`config.mk`:
```
export PLATFORM = sky130hd
export DESIGN_NAME = pipeline_id
export DESIGN_NICKNAME = d
export VERILOG_FILES = /design/src/rtl/pipeline_id_pkg.sv /design/src/rtl/pipeline_regfile.sv /design/src/rtl/pipeline_id.sv
export SDC_FILE = /design/constraint.sdc
export NUM_CORES = 2
export LEC_CHECK = 0
export ABC_AREA = 1
export BUFFER_PORTS_ARGS = -buffer_cell sky130_fd_sc_hd__buf_2
export CAP_MARGIN = 30
export CORE_AREA = 8 8 351 353
export CTS_CLUSTER_DIAMETER = 150
export CTS_CLUSTER_SIZE = 20
export DETAILED_ROUTE_END_ITERATION = 10
export DIE_AREA = 0 0 359 361
export GPL_ROUTABILITY_DRIVEN = 1
export PLACE_DENSITY_LB_ADDON = 0.15
export SLEW_MARGIN = 10
export SYNTH_ARGS = -nofsm -noshare
export SYNTH_HDL_FRONTEND = slang
export SYNTH_SLANG_ARGS = --single-unit
```
`constraint.sdc`:
```
create_clock -name clk -period 2.2 [get_ports clk]
set_input_delay 0.66 -clock clk [delete_from_list [all_inputs] [get_ports clk]]
set_output_delay 0.66 -clock clk [all_outputs]
set_load 0.05 [all_outputs]
```
`src/rtl/pipeline_id_pkg.sv`:
```
`default_nettype none
// +--------------------------------------------------------------------------+
// | Module   : pipeline_id_pkg                                               |
// | Purpose  : Shared definitions for the instruction-decode stage: ALU      |
// |            opcode width and codes, instruction field positions, the      |
// |            decoded-field record and small decode helpers.                 |
// | Macros   : ALU_OPCODE_WIDTH (defaults to 4 when not supplied)             |
// | Revision : 1.0 - initial release                                          |
// +--------------------------------------------------------------------------+

`ifndef ALU_OPCODE_WIDTH
`define ALU_OPCODE_WIDTH 4
`endif

package pipeline_id_pkg;

    localparam int ALU_W = `ALU_OPCODE_WIDTH;

    // ALU operation codes carried to EX in instr[29:26].
    typedef enum logic [ALU_W-1:0] {
        ALU_ADD  = 4'h0,
        ALU_SUB  = 4'h1,
        ALU_AND  = 4'h2,
        ALU_OR   = 4'h3,
        ALU_XOR  = 4'h4,
        ALU_SLL  = 4'h5,
        ALU_SRL  = 4'h6,
        ALU_SRA  = 4'h7,
        ALU_SLT  = 4'h8,
        ALU_SLTU = 4'h9,
        ALU_LUI  = 4'hA,
        ALU_PASS = 4'hF
    } alu_op_e;

    // Instruction field positions.
    localparam int IMM_SEL_BIT = 31;
    localparam int ALU_OP_HI   = 29;
    localparam int ALU_OP_LO   = 26;
    localparam int RD_HI       = 25;
    localparam int RD_LO       = 21;
    localparam int RS1_HI      = 20;
    localparam int RS1_LO      = 16;
    localparam int RS2_HI      = 15;
    localparam int RS2_LO      = 11;
    localparam int IMM_HI      = 15;
    localparam int IMM_LO      = 0;

    // Decoded view of one instruction word. rs2 and imm16 overlap in the
    // encoding; the consumer picks one using imm_sel.
    typedef struct packed {
        logic             imm_sel;
        logic [ALU_W-1:0] alu_op;
        logic [4:0]       rd;
        logic [4:0]       rs1;
        logic [4:0]       rs2;
        logic [15:0]      imm16;
    } id_fields_t;

    function automatic id_fields_t decode_fields(input logic [31:0] word);
        id_fields_t f;
        f.imm_sel = word[IMM_SEL_BIT];
        f.alu_op  = word[ALU_OP_HI:ALU_OP_LO];
        f.rd      = word[RD_HI:RD_LO];
        f.rs1     = word[RS1_HI:RS1_LO];
        f.rs2     = word[RS2_HI:RS2_LO];
        f.imm16   = word[IMM_HI:IMM_LO];
        return f;
    endfunction

    function automatic logic [31:0] sext16(input logic [15:0] v);
        return {{16{v[15]}}, v};
    endfunction

endpackage

`default_nettype wire

```
`src/rtl/pipeline_regfile.sv`:
```
`default_nettype none
// +--------------------------------------------------------------------------+
// | Module   : pipeline_regfile                                              |
// | Purpose  : 32 x 32-bit register file, two asynchronous read ports and    |
// |            one synchronous write port. R0 always reads zero and ignores   |
// |            writes. All registers clear on asynchronous active-low reset.  |
// | Macros   : PIPELINE_ID_FORWARD_EN - when defined, a read of the register  |
// |            being written this cycle returns the write data (bypass).      |
// | Ports    : clk, rst (async, active low)                                  |
// |            rs1_addr/rs1_data, rs2_addr/rs2_data - read ports             |
// |            wr_en, wr_addr, wr_data               - write port            |
// | Revision : 1.0 - initial release                                          |
// +--------------------------------------------------------------------------+

module pipeline_regfile (
    input  logic        clk,
    input  logic        rst,
    input  logic [4:0]  rs1_addr,
    output logic [31:0] rs1_data,
    input  logic [4:0]  rs2_addr,
    output logic [31:0] rs2_data,
    input  logic        wr_en,
    input  logic [4:0]  wr_addr,
    input  logic [31:0] wr_data
);

    localparam int C_NREGS = 32;

    logic [31:0] r_regs [0:C_NREGS-1];
    logic        w_wr_live;

    // A write to R0 is dropped here so r_regs[0] stays at its reset value.
    assign w_wr_live = wr_en && (wr_addr != 5'd0);

    always_ff @(posedge clk or negedge rst) begin
        if (!rst) begin
            for (int i = 0; i < C_NREGS; i++) begin
                r_regs[i] <= '0;
            end
        end else if (w_wr_live) begin
            r_regs[wr_addr] <= wr_data;
        end
    end

    function automatic logic [31:0] read_port(input logic [4:0] addr,
                                              input logic [31:0] stored);
        logic [31:0] v;
        v = (addr == 5'd0) ? 32'd0 : stored;
`ifdef PIPELINE_ID_FORWARD_EN
        // Write-through: the reader sees this cycle's write data.
        if (w_wr_live && (wr_addr == addr)) begin
            v = wr_data;
        end
`endif
        return v;
    endfunction

    always_comb begin
        rs1_data = read_port(rs1_addr, r_regs[rs1_addr]);
        rs2_data = read_port(rs2_addr, r_regs[rs2_addr]);
    end

endmodule

`default_nettype wire

```
`src/rtl/pipeline_id.sv`:
```
`default_nettype none
// +--------------------------------------------------------------------------+
// | Module   : pipeline_id                                                   |
// | Purpose  : Instruction-decode stage. Decodes the fetched word, reads the  |
// |            operands from the register file and holds them in a           |
// |            valid/ready output register for EX.                           |
// | Macros   : PIPELINE_ID_FORWARD_EN - enables write-through bypass in the   |
// |            register file. ALU_OPCODE_WIDTH - opcode width (default 4).    |
// | Ports    : clk, rst (async, active low)                                  |
// |            in_valid, in_ready, instr, flush          - fetch side        |
// |            wb_en, wb_addr, wb_data                   - writeback port    |
// |            out_valid, out_ready, alu_opcode, src1,                       |
// |            src2, rd                                  - EX side           |
// | Revision : 1.0 - initial release                                          |
// +--------------------------------------------------------------------------+

`ifndef ALU_OPCODE_WIDTH
`define ALU_OPCODE_WIDTH 4
`endif

module pipeline_id
    import pipeline_id_pkg::*;
(
    input  logic                         clk,
    input  logic                         rst,
    input  logic                         in_valid,
    output logic                         in_ready,
    input  logic [31:0]                  instr,
    input  logic                         flush,
    input  logic                         wb_en,
    input  logic [4:0]                   wb_addr,
    input  logic [31:0]                  wb_data,
    output logic                         out_valid,
    input  logic                         out_ready,
    output logic [`ALU_OPCODE_WIDTH-1:0] alu_opcode,
    output logic [31:0]                  src1,
    output logic [31:0]                  src2,
    output logic [4:0]                   rd
);

    id_fields_t   w_f;
    logic [31:0]  w_rs1_data;
    logic [31:0]  w_rs2_data;
    logic [31:0]  w_src2;
    logic         w_in_ready;
    logic         w_xfer;
    logic         w_unused_bit30;

    logic                         r_out_valid;
    logic [`ALU_OPCODE_WIDTH-1:0] r_alu_opcode;
    logic [31:0]                  r_src1;
    logic [31:0]                  r_src2;
    logic [4:0]                   r_rd;

    // Bit 30 is reserved in the encoding.
    assign w_unused_bit30 = instr[30];

    assign w_f = decode_fields(instr);

    pipeline_regfile u_regfile (
        .clk      (clk),
        .rst      (rst),
        .rs1_addr (w_f.rs1),
        .rs1_data (w_rs1_data),
        .rs2_addr (w_f.rs2),
        .rs2_data (w_rs2_data),
        .wr_en    (wb_en),
        .wr_addr  (wb_addr),
        .wr_data  (wb_data)
    );

    assign w_src2 = w_f.imm_sel ? sext16(w_f.imm16) : w_rs2_data;

    // The output slot is free when empty or being drained this cycle.
    assign w_in_ready = !r_out_valid || out_ready;
    assign w_xfer     = in_valid && w_in_ready && !flush;

    // Operand register. Data is captured only on a transfer, so operands stay
    // frozen under back-pressure even if the register file is written meanwhile.
    always_ff @(posedge clk or negedge rst) begin
        if (!rst) begin
            r_out_valid  <= 1'b0;
            r_alu_opcode <= '0;
            r_src1       <= '0;
            r_src2       <= '0;
            r_rd         <= '0;
        end else if (flush) begin
            r_out_valid  <= 1'b0;
        end else if (w_xfer) begin
            r_out_valid  <= 1'b1;
            r_alu_opcode <= w_f.alu_op;
            r_src1       <= w_rs1_data;
            r_src2       <= w_src2;
            r_rd         <= w_f.rd;
        end else if (out_ready) begin
            r_out_valid  <= 1'b0;
        end
    end

    assign in_ready   = w_in_ready;
    assign out_valid  = r_out_valid;
    assign alu_opcode = r_alu_opcode;
    assign src1       = r_src1;
    assign src2       = r_src2;
    assign rd         = r_rd;

endmodule

`default_nettype wire

```
==> summary.md <==
- **cells along the critical path** buf_2
- **Worst Setup Slack, final** 0.05199 ns
- **num rows** 126
- **largest net degree at the start of global routing** 100
- **clk_lat worst skew** 0.72 ns
- **data required time of the worst path** 1.54 ns
- **worst flop-to-flop path endpoint** src1[30]
- **number of pins exceeding their max-slew limit in the final report** 0
- **ranking of synthesized cells by area** dfrtp_1, nand2_1, o21ai_0
- **largest fanout of any net on the critical path** 2
- **Setup Skew** 0.02147 ns
- **actual transition at the worst max-transition pin** 0.5763 ns
- **switching part of the total** 34.52%
- **warning count from the yosys run** 0
- **TritonCTS buffer count** 60
- **proportion of netlist area held by the largest area contributor** 47.00%
- **most frequently used cell type in the post-synthesis netlist** nand2_1
- **iteration-0 DRC count of the detailed router** 8924
- **ANT nets after route** 0
- **global route overflow** 0
- **final cycle utilization of the critical path** 97.64%
- **power density relative to cell area** 772.4 nW/um^2
- **element type at the critical path end** output pin
- **Placer Congestion** 0.8958
- **global routing usage summed across all routing layers** 33.80%
- **endpoint arrival time on the critical path** 1.49 ns
- **Layout Cells excl Fill** 9713
- **highest achievable clock rate** 465.5 MHz
- **area of all sequential standard cells** 27480 um^2
- **Cells after Synth** 8211
- **Fill cells** 11050
- **Net count, final** 8249
- **layout cell share with drive strength beyond 1** 9.711%
- **endpoints failing hold** 0
- **post-synth net total** 8286
- **RSZ-0062 raised after global routing** false
- **Top delay family on crit path** flip-flops
- **part of the power in registers** 52.6%
- **Ports** 150
- **aggregate routed wire length** 226.8 mm
- **cell count after placement** 9647
- **number of enable flip-flop cells after synthesis** 0
- **first element of the critical path** src2[15]
- **Max rail drop VDD** 0.7544 mV
- **Initial Utilization** 49.77%
- **number of library cell types mapped by synthesis** 29
- **static leakage power** 30.80 nW
- **Seq cells post-synth** 1098
- **top cell type by total area after synthesis** dfrtp_1
- **net switching power of the design** 17.66 mW
- **clock slew at the register clock pins of the worst setup and hold paths** 0.09 ns
- **number of buffers inserted by post-CTS setup repair** 0
- **number of remaining DRC errors** 0
- **area overhead of the layout relative to synthesis** 13.29%
- **total standard cell area after synthesis** 58460 um^2
- **max capacitance violation total** 0
- **Root Buffer** clkbuf_16
- **area taken by multi-input logic gates** 27380 um^2
- **Clk network pwr share** 23.5%
- **Int Power** 33.50 mW
- **path class of the lowest-slack min-delay path** input pin to register
- **combinational cell fraction of total power** 23.9%
- **Setup crit start kind** register
- **end of the critical path** src2[15]
- **area of the die** 129600 um^2
- **vias in the first global route** 54820
- **CP Buf/Inv Count** 1
- **number of search-and-repair iterations in the first detailed-routing pass** 6
- **number of stages on the worst hold path** 2
- **Tmin final** 2.148 ns
- **result of the run** finished clean
- **average instance area after synthesis** 7.120 um^2
- **Clock Path Buffers** 3
- **DIE HEIGHT** 361 um
- **count of cells along the worst register-to-register path** 9
- **most used flip-flop cell after synthesis** dfrtp_1
- **share of the yosys chip area belonging to registers** 47.00%
- **reg2reg setup slack** 0.36 ns
- **delay of the slowest cell on the worst path** 0.45 ns
- **type of the worst setup path** register to output pin
- **via count** 59210
- **overall die width** 359 um
- **antenna violations before repair** 1
- **TritonCTS clock tree** yes
- **CP max-delay cell** dfrtp_1
- **count of final setup violators** 0
- **DP Wirelength** 142.6 mm
- **routed wire length per instance** 23.35 um
- **commonest cells in the synthesized netlist** nand2_1, o21ai_0, dfrtp_1, nand3_1, a21oi_1
- **worst setup slack before clock tree synthesis** -0.1612 ns
- **Worst slew margin** 61.37%
- **core area** 117500 um^2
- **number of clock sinks** 1098
- **fraction of registers with async set or reset after synthesis** 100.0%
- **global-route wire length before repair** 343.8 mm
- **beginning of the worst register-to-register path** out_valid
- **Levels on crit path** 1
- **depth of the CTS H-tree** 2
- **average vias per placed instance** 6.096
- **number of buffers added on ports** 148
## cell usage in the layout, fill, tap and decap left out, types with 2 or more instances in the layout
master	count
a21oi_1	524
a21oi_2	20
buf_12	222
buf_2	134
buf_4	275
buf_6	3
buf_8	4
clkbuf_16	62
dfrtp_1	1096
dfrtp_2	2
inv_1	126
inv_2	15
inv_8	3
nand2_1	2984
nand2_2	14
nand2_4	14
nand3_1	643
nor2_1	517
nor2_4	6
nor2_8	2
nor3_1	95
nor3_2	8
nor3_4	4
o211ai_1	26
o21ai_0	1201
o21ai_1	48
o221ai_1	6
o22ai_1	112
## routing by layer
metal  global-route usage [%]  part of all wire (%)  vias to the layer above
li1                         -                     -                    26710
met1                    48.48                    41                    28140
met2                    50.48                    43                     3783
met3                    6.790                    12                      584
met4                    12.88                   4.2                        2
met5                        0                0.0053                        -
## kinds of logic (layout without fill, tap and decap cells)
group | after synthesis | after routing | synth area share, %
other | 0 | 1 | 0
and+or+nand+nor | 4289 | 4289 | 29.49
AOI/OAI and AO/OA | 1939 | 1939 | 17.14
DFF | 1098 | 1098 | 47.00
buffers and inverters | 885 | 850 | 6.374
## repair_timing
| item | 4_1_cts | 5_1_grt |
|---|---|---|
| endpoints found under the hold margin | 14 | 0 |
| endpoints found under the setup margin | 7 | 1 |
| gates resized for setup | 11 | 3 |
| hold buffers | 1 | 0 |
## power by group through the flow
stage	clock [mW]	sequential, mW	combinational (mW)
after detailed placement	0	27.1	12.1
after global routing	12.8	27.3	13.7
after global placement	0	27.1	11.8
final	12.0	26.9	12.2
after CTS	12.1	26.8	12.1
after floorplan	0	27.2	7.32
## worst min-delay path by stage
stage                                        end  slack [ns]                    from
after detailed placement  u_regfile.r_regs[1006]        0.39  u_regfile.r_regs[1006]
after CTS                              out_valid        0.10                   flush
final                                  out_valid        0.13                   flush
after global placement     u_regfile.r_regs[999]        0.39   u_regfile.r_regs[999]
after global routing                   out_valid        0.11                   flush
after floorplan                    alu_opcode[0]        0.36                     rst
## state kept, by name, indices dropped and copies added, names as in the netlist
register,cells
src2,32
src1,32
u_regfile.r_regs,1024
out_valid,1
rd,5
alu_opcode,4
## stage by stage
| step | setup TNS [ns] | power (mW) | hold WS [ns] | instance area, um^2 | util (%) |
|---|---|---|---|---|---|
| after floorplan | 0 | 34.47 | 0.3644 | 58460 | - |
| final | 0 | 51.16 | 0.1348 | 66230 | 56.39 |
| after global placement | -73.72 | 38.82 | 0.3857 | 64600 | 55.00 |
| after CTS | 0 | 51.04 | 0.1024 | 66220 | 56.38 |
| after detailed placement | -9.702 | 39.22 | 0.3899 | 64600 | 55.00 |
| after global routing | 0 | 53.91 | 0.1136 | 66230 | 56.39 |
## area by class of cell
class	count	share of cell area, %
clock buffer	63	2.363
sequential	1098	41.49
tap	1536	2.902
timing repair buffer	639	11.00
multi-input combinational	6228	41.34
clock inverter	1	0.02456
antenna	1	0.003778
inverter	147	0.8766
(Power assumes the default switching activity.)
